[config.mk]
export PLATFORM = sky130hd
export DESIGN_NAME = fpu_normalizer
export DESIGN_NICKNAME = d
export VERILOG_FILES = /design/src/rtl/fpu_normalizer.sv
export SDC_FILE = /design/constraint.sdc
export NUM_CORES = 1
export LEC_CHECK = 0
export CORE_ASPECT_RATIO = 1.1
export CORE_UTILIZATION = 56
export DETAILED_ROUTE_END_ITERATION = 12
export PLACE_DENSITY = 0.79
export SYNTH_ARGS = -nofsm -noshare
export SYNTH_HDL_FRONTEND = slang
export SYNTH_SLANG_ARGS = --single-unit
[constraint.sdc]
create_clock -name clk -period 7.05 [get_ports clk]
set_input_delay 1.41 -clock clk [delete_from_list [all_inputs] [get_ports clk]]
set_output_delay 1.41 -clock clk [all_outputs]
set_load 0.02 [all_outputs]
[src/rtl/fpu_normalizer.sv]
// fpu_normalizer
// Post-arithmetic normalize/round stage for single-precision results.
// Takes a raw sign / wide exponent / wide mantissa from the FPU datapath.
// Normalizes the mantissa one bit position per cycle, rounds to nearest-even,
// then saturates to infinity or flushes to zero where needed. It presents the
// finished IEEE 754 word behind a valid/ready handshake.
//
// Ports:
//   clk, rst_n             clock (rising edge) and async active-low reset
//   in_valid / in_ready    input handshake; in_ready is high only when idle
//   in_sign                result sign
//   in_exponent [9:0]      signed biased exponent (127 = 2^0)
//   in_mantissa [MW-1:0]   value = in_mantissa / 2^(MW-2) * 2^(in_exponent-127)
//   out_valid / out_ready  output handshake
//   outp [31:0]            IEEE 754 single-precision result
//   overflow               result saturated to infinity
//   underflow              result flushed to zero
module fpu_normalizer #(
    parameter int MW = 48,
    parameter int EW = 12
) (
    input  logic          clk,
    input  logic          rst_n,
    input  logic          in_valid,
    output logic          in_ready,
    input  logic          in_sign,
    input  logic [9:0]    in_exponent,
    input  logic [MW-1:0] in_mantissa,
    output logic          out_valid,
    input  logic          out_ready,
    output logic [31:0]   outp,
    output logic          overflow,
    output logic          underflow
);

    typedef enum logic [1:0] {IDLE, NORM, RND, DONE} state_t;

    // Bits below the guard bit (mant[MW-27:0]); empty when MW == 26.
    localparam logic [MW-1:0]        LOW_MASK = {MW{1'b1}} >> 26;
    localparam logic signed [EW-1:0] EXP_INF  = EW'(255);
    localparam logic signed [EW-1:0] EXP_ZERO = '0;

    state_t state;
    state_t next_state;

    logic                 sign;
    logic signed [EW-1:0] exponent;
    logic [MW-1:0]        mant;
    logic                 sticky;

    logic                 mant_zero;
    logic                 norm_done;

    logic [22:0]          frac;
    logic                 guard;
    logic                 sticky_all;
    logic                 round_up;
    logic [23:0]          frac_sum;
    logic signed [EW-1:0] exp_rnd;
    logic [31:0]          rnd_outp;
    logic                 rnd_ovf;
    logic                 rnd_unf;

    // Normalization is complete when the mantissa is zero, or when the leading
    // one sits exactly at the hidden-one position MW-2.
    assign mant_zero = (mant == '0);
    assign norm_done = mant_zero || (!mant[MW-1] && mant[MW-2]);

    always_ff @(posedge clk or negedge rst_n) begin
        if (!rst_n) begin
            state <= IDLE;
        end else begin
            state <= next_state;
        end
    end

    always_comb begin
        next_state = state;
        case (state)
            IDLE: if (in_valid) next_state = NORM;
            NORM: if (norm_done) next_state = RND;
            RND:  next_state = DONE;
            DONE: if (out_ready) next_state = IDLE;
            default: next_state = IDLE;
        endcase
    end

    always_comb begin
        in_ready  = (state == IDLE);
        out_valid = (state == DONE);
    end

    // Round to nearest-even on the normalized mantissa. A carry out of the
    // 23-bit fraction means the mantissa reached 2.0. That value is exactly
    // representable as fraction 0 with the exponent bumped by one.
    always_comb begin
        frac       = mant[MW-3:MW-25];
        guard      = mant[MW-26];
        sticky_all = (|(mant & LOW_MASK)) | sticky;
        round_up   = guard && (sticky_all || frac[0]);
        frac_sum   = {1'b0, frac} + {23'b0, round_up};
        exp_rnd    = exponent + {{(EW-1){1'b0}}, frac_sum[23]};
        rnd_outp   = {sign, exp_rnd[7:0], frac_sum[22:0]};
        rnd_ovf    = 1'b0;
        rnd_unf    = 1'b0;
        if (mant_zero) begin
            rnd_outp = {sign, 31'b0};
        end else if (exp_rnd >= EXP_INF) begin
            rnd_outp = {sign, 8'hFF, 23'b0};
            rnd_ovf  = 1'b1;
        end else if (exp_rnd <= EXP_ZERO) begin
            rnd_outp = {sign, 31'b0};
            rnd_unf  = 1'b1;
        end
    end

    // Datapath registers. Inputs are captured only at acceptance. In NORM
    // the register moves one bit per cycle. Results are updated only on the
    // RND->DONE edge.
    always_ff @(posedge clk or negedge rst_n) begin
        if (!rst_n) begin
            sign      <= 1'b0;
            exponent  <= '0;
            mant      <= '0;
            sticky    <= 1'b0;
            outp      <= '0;
            overflow  <= 1'b0;
            underflow <= 1'b0;
        end else begin
            case (state)
                IDLE: begin
                    if (in_valid) begin
                        sign     <= in_sign;
                        exponent <= {{(EW-10){in_exponent[9]}}, in_exponent};
                        mant     <= in_mantissa;
                        sticky   <= 1'b0;
                    end
                end
                NORM: begin
                    if (!mant_zero) begin
                        if (mant[MW-1]) begin
                            mant     <= {1'b0, mant[MW-1:1]};
                            exponent <= exponent + EW'(1);
                            sticky   <= sticky | mant[0];
                        end else if (!mant[MW-2]) begin
                            mant     <= {mant[MW-2:0], 1'b0};
                            exponent <= exponent - EW'(1);
                        end
                    end
                end
                RND: begin
                    outp      <= rnd_outp;
                    overflow  <= rnd_ovf;
                    underflow <= rnd_unf;
                end
                default: ;
            endcase
        end
    end

endmodule

Yosys cells after proc, flatten, opt, wreduce, memory -nomap -nowiden
Cells that the tools add are included.

word-level totals
  logic and storage cells = 66
  register bits after elaboration = 98
  output and inout port bits = 36
  input port bits = 63

cells by class
  magnitude comparators = 2
  eq/ne operators = 9
  add/subtract/negate cells = 4
  reductions and logical operators = 14
  bitwise gates (word level) = 2
  multiplexer cells = 26

operators by type and width
  cell                                                                     count
  48-bit two-way mux                                                       2
  48-bit one-hot mux with 2 select lines                                   1
  47-bit two-way mux                                                       2
  31-bit two-way mux                                                       3
  48-bit zero test                                                         1
  12-bit two-way mux                                                       4
  23-bit by 1-bit adder with 24-bit output                                 1
  12-bit one-hot mux with 2 select lines                                   1
  22-bit OR reduction                                                      1
  12-bit by 1-bit adder with 12-bit output                                 1
  12-bit by 2-bit adder with 12-bit output (second input constant)         1
  12-bit by 9-bit >= comparator with 1-bit output (second input constant)  1
  12-bit by 1-bit <= comparator with 1-bit output (second input constant)  1
  12-bit by 2-bit subtractor with 12-bit output (second input constant)    1
  1-bit two-way mux                                                        8
  2-bit != test (second input constant)                                    4
  2-bit one-hot mux with 4 select lines                                    1
  4-bit AND reduction                                                      2
  2-bit two-way mux                                                        3
  3-bit AND reduction                                                      2
  2-bit equality test (second input constant)                              2
  3-bit != test (second input constant)                                    1
  2-bit by 1-bit equality test with 1-bit output (second input constant)   1
  1-bit logical AND                                                        2
  8 further kinds                                                          10

Logic depth before layout (Yosys ltp)
  depth in word-level cells = 10
  depth in mapped cells = 15
  mapped depth without buffers = 13

Least setup slack after synthesis
OpenSTA, ideal clock, no wires.

  kind = reg2reg
  start = register mant[29]
  end = register outp[0]
  period minus slack after synthesis = 3.563 ns
  required time = 6.946 ns
  stages on the path, launching flop included = 15
  data arrival time = 3.459 ns
  buffers on the path = 1
  path slack = 3.487 ns
  setup time = 0.104 ns
  path through = dfrtp_1 -> clkbuf_1 -> and4_1 -> nand3_1 -> nor3_1 -> nand2_1 -> nor3b_1 -> ha_1 -> ha_1 -> nand3_1 -> or4_1 -> nand3_2 -> o41ai_2 -> nand2b_4 -> o41ai_2

between the ends
  word-level cells in the longest chain between the ends = 6
  elaborated cells between the ends (all ways) = 8
  those cells by class = add/sub: 2; order compare: 2; mux: 3; reduce/logical: 1

RTL lines
  what                                             line  RTL
  start: declaration                               48    logic [MW-1:0] mant;
  start signal: assignment                         135   mant <= in_mantissa;
  start signal: assignment                         142   mant <= {1'b0, mant[MW-1:1]};
  start signal: assignment                         146   mant <= {mant[MW-2:0], 1'b0};
  23-bit by 1-bit adder with 24-bit output         101   frac_sum = {1'b0, frac} + {23'b0, round_up};
  12-bit by 1-bit adder with 12-bit output         102   exp_rnd = exponent + {{(EW-1){1'b0}}, frac_sum[23]};
  12-bit by 1-bit <= comparator with 1-bit output  111   end else if (exp_rnd <= EXP_ZERO) begin
  31-bit two-way mux                               111
  31-bit two-way mux                               108   end else if (exp_rnd >= EXP_INF) begin
  31-bit two-way mux (*)                           106   if (mant_zero) begin
  end signal: assignment                           152   outp <= rnd_outp;
  end: declaration                                 31    output logic [31:0] outp,

Every way passes the cells marked *; elsewhere a longest branch is shown, timed or not.
A chain may end at the register's enable or synchronous reset.

Worst setup path in the final report
  start = register mant[22]
  end = register outp[0]

between the ends
  word-level cells in the longest chain between the ends = 7
  elaborated cells between the ends (all ways) = 9
  those cells by class = add/sub: 2; order compare: 2; mux: 3; reduce/logical: 2

RTL lines
  what                                             line  RTL
  1-bit logical AND                                100   round_up = guard && (sticky_all || frac[0]);
  23-bit by 1-bit adder with 24-bit output         101
  12-bit by 1-bit adder with 12-bit output         102
  12-bit by 1-bit <= comparator with 1-bit output  111
  31-bit two-way mux                               111
  31-bit two-way mux                               108
  31-bit two-way mux (*)                           106

Marks and branches as above.

==> metrics.txt <==
status=completed; CTS sink cnt=just under 100; area of the core=around 11,000 um2; crit path DAT=4580 ps; switch share=44.4%; drt initial violations=367; CTS tree=built; Synth Area in Adders=between 3 and 4%; GP Congestion=between 0.8 and 0.9; Port Buffers=around 100; io pins=a little under 100; dpl cells=827; Antenna Nets Post-Route=0; Finish-stage setup viols=0; worst skew pair latency=roughly 350 ps; DRC violations left=0; post-synthesis xor/xnor area fraction=5.37%; worst min-delay path category=flip-flop to flip-flop; antenna violations before repair=0; H-Tree Depth=3; Overflow after GRT=0; Logic pwr share=a little over half; top-count cell post-synth=nor2_1; delay-heaviest family, CP=simple AND/OR/NAND/NOR gates; FF-to-FF Start=mant[22]$_DFFE_PN0P_; final setup TNS=0 ps; post-cts resize count=0; Fin. Hold Viols=0; die width=102 um; worst rel slew slack=between 20% and 30%; Inserted Diodes=0; die height=roughly 110 um; Post-Synth Simple-Gate Area=17.6%; share of cells above drive strength 1=between 10% and 20%; number of flops mapped to enable cells by yosys=0; Clock Path Buffers=2; syn_nets=between 700 and 800; initial core utilization=around 59%; Worst Setup Path Type=flip-flop to flip-flop; area grow syn2layout=19.9%; number of core rows=39; Max-cap violations=0; routed via count=roughly 5,300; crit-path max cell delay=approximately 670 ps; Syn Inst Count=632; worst reg2reg path depth=13; Startpoint Class=flip-flop; Mean Syn Cell Area=slightly below 10 um2; internal cell power=around 2100 uW; Worst Tran Pin Value=roughly 1100 ps; Netlist cell types=64; Final Non-Filler Cells=around 840; mapped cell area=slightly above 6000 um2; Clk pwr share=around 13%; Final period util=between 60% and 70%; hold buffer count at CTS=0; Seq/Total Area, Yosys=around 40%; vias in the first global route=~5,200; synth cell count leaders=nor2_1, dfrtp_1, a221oi_1; DP HPWL=approximately 10,000 um; nets@finish=around 780; largest area contributor in the netlist=dfrtp_1; GRT Resource Usage Total=about 28%; Post-synth top flop=dfrtp_1; switching power total=around 1600 uW; fin. max-slew vios=0; Worst Setup End Kind=flip-flop; asr flop ratio synth=100%; critical-path cell list=and2_1, nand3_1, nor3_1, nand2_1, nor3b_1, ha_1, ha_1, nand3_1, o21ai_0, nand3_2, a2111oi_4, nand2b_4, o41ai_2; Final min period=about 4300 ps; skew final=a little under 8 ps; Reg power frac=between 30% and 40%; clk slew on worst S/H paths=70 ps; Pwr per Cell Area=497 nW/um2; CP max FO=23; Max Clk Rate=between 200 and 250 MHz; routed len/inst=around 18 um; CTS Buf Count=9; drt pass-1 iters=4; WL final=~15,000 um; RSZ-0062 raised after global routing=no; clock root cell=clkbuf_16; Cells on Worst Hold Path=1; Post-CTS Setup Repair Bufs=0; Area contributors post-synth=dfrtp_1, mux2_2, nor2_1; Hold EP=outp[27]$_DFFE_PN0P_; CP Buf/Inv Count=0; Critical Path Stages=13; first-pass GRT wire length=25,400 um; setup slack, reg-to-reg=between 2000 and 3000 ps; largest net degree at the start of global routing=between 70 and 80; Worst EP required=approximately 7300 ps; Ys Warns=0; FF-to-FF End=outp[0]$_DFFE_PN0P_; largest family of logic cells by synthesized area=compound AO/OA/AOI/OAI gates; mux contribution to synthesized area=between 10% and 20%; Compound-Gate Fraction of Synth Area=a little under a fifth; peak supply drop=0.000224 V; vias per cell=6.29; synthesized flop and latch total=between 90 and 100; top-area cell type share of the netlist area=between 30% and 40%; hold_sp=outp[27]$_DFFE_PN0P_; Critical-path top delay cell=nor3_1; die area=roughly 11,000 um2; Leakage Power=approximately 0.003 uW
## kinds of logic after synthesis
group,Yosys count
compound gates,149
xor+xnor,38
fa+ha+maj,18
buf+inv,59
flops,98
mux,53
simple gates,217
## power groups by stage
stage          clock network [uW]  logic, uW  registers [uW]
6_report                      472       2020            1200
5_1_grt                       503       2220            1240
4_1_cts                       474       2010            1190
3_5_place_dp                    0       2000            1190
2_1_floorplan                   0       1570            1110
3_3_place_gp                    0       1930            1180
## sequential cells by signal, indices dropped and copies added (netlist names)
register   flops
overflow       1
underflow      1
sticky         1
mant          48
exponent      12
sign           1
outp          32
state          2
## metal layers
metal | global-route usage (%) | vias to the layer above | routed length (um)
li1 | - | 2472 | -
met1 | 37.4 | 2620 | 6400
met2 | 46.4 | 180 | 7710
met3 | 4.48 | 29 | 727
met4 | 11.0 | 0 | 386
met5 | 0 | - | 0
## worst max path at each step
stage,startpoint,endpoint,slack (ps)
floorplan,mant[29]$_DFFE_PN0P_,outp[0]$_DFFE_PN0P_,3490
global placement,in_valid,mant[16]$_DFFE_PN0P_,2930
finish,mant[22]$_DFFE_PN0P_,outp[0]$_DFFE_PN0P_,2720
detailed placement,mant[22]$_DFFE_PN0P_,outp[0]$_DFFE_PN0P_,2810
CTS,mant[22]$_DFFE_PN0P_,outp[0]$_DFFE_PN0P_,2790
global route,mant[22]$_DFFE_PN0P_,outp[0]$_DFFE_PN0P_,2200
## through the flow
step	setup slack [ps]	instance area (um2)	hold slack, ps	util [%]	total power, uW
after global placement	2930	7140	467	67.4	3110
after global routing	2200	7420	495	70.1	3960
after floorplan	3490	6190	474	-	2680
final	2720	7420	482	70.1	3690
after detailed placement	2810	7140	472	67.4	3190
after CTS	2790	7420	486	70.1	3680
## final cells by class
class / count / area, um2
timing repair buffer: 103 / 1020
clock inverter: 4 / 26.3
clock buffer: 12 / 256
tap: 143 / 179
inverter: 8 / 30.0
fill: 831 / 3160
multi-input combinational: 475 / 3460
sequential: 98 / 2450
## layout by cell type, fill, tap and decap left out, types with 4 or more instances in the layout
cell	instances
nor2_1	112
dfrtp_1	98
clkdlybuf4s50_1	97
a221oi_1	43
mux2_2	39
o2bb2ai_1	26
a21oi_1	25
nand3_1	23
xor2_1	22
nand2_1	19
xnor2_1	16
ha_1	16
o21ai_0	15
nor3_1	9
mux2_4	9
clkbuf_16	9
and3_1	8
a21o_1	8
nor4_1	8
inv_1	7
nand4_1	7
o211ai_1	7
buf_4	6
mux2i_1	5
a221o_1	4
No activity file was read; power rests on OpenSTA's default activity.
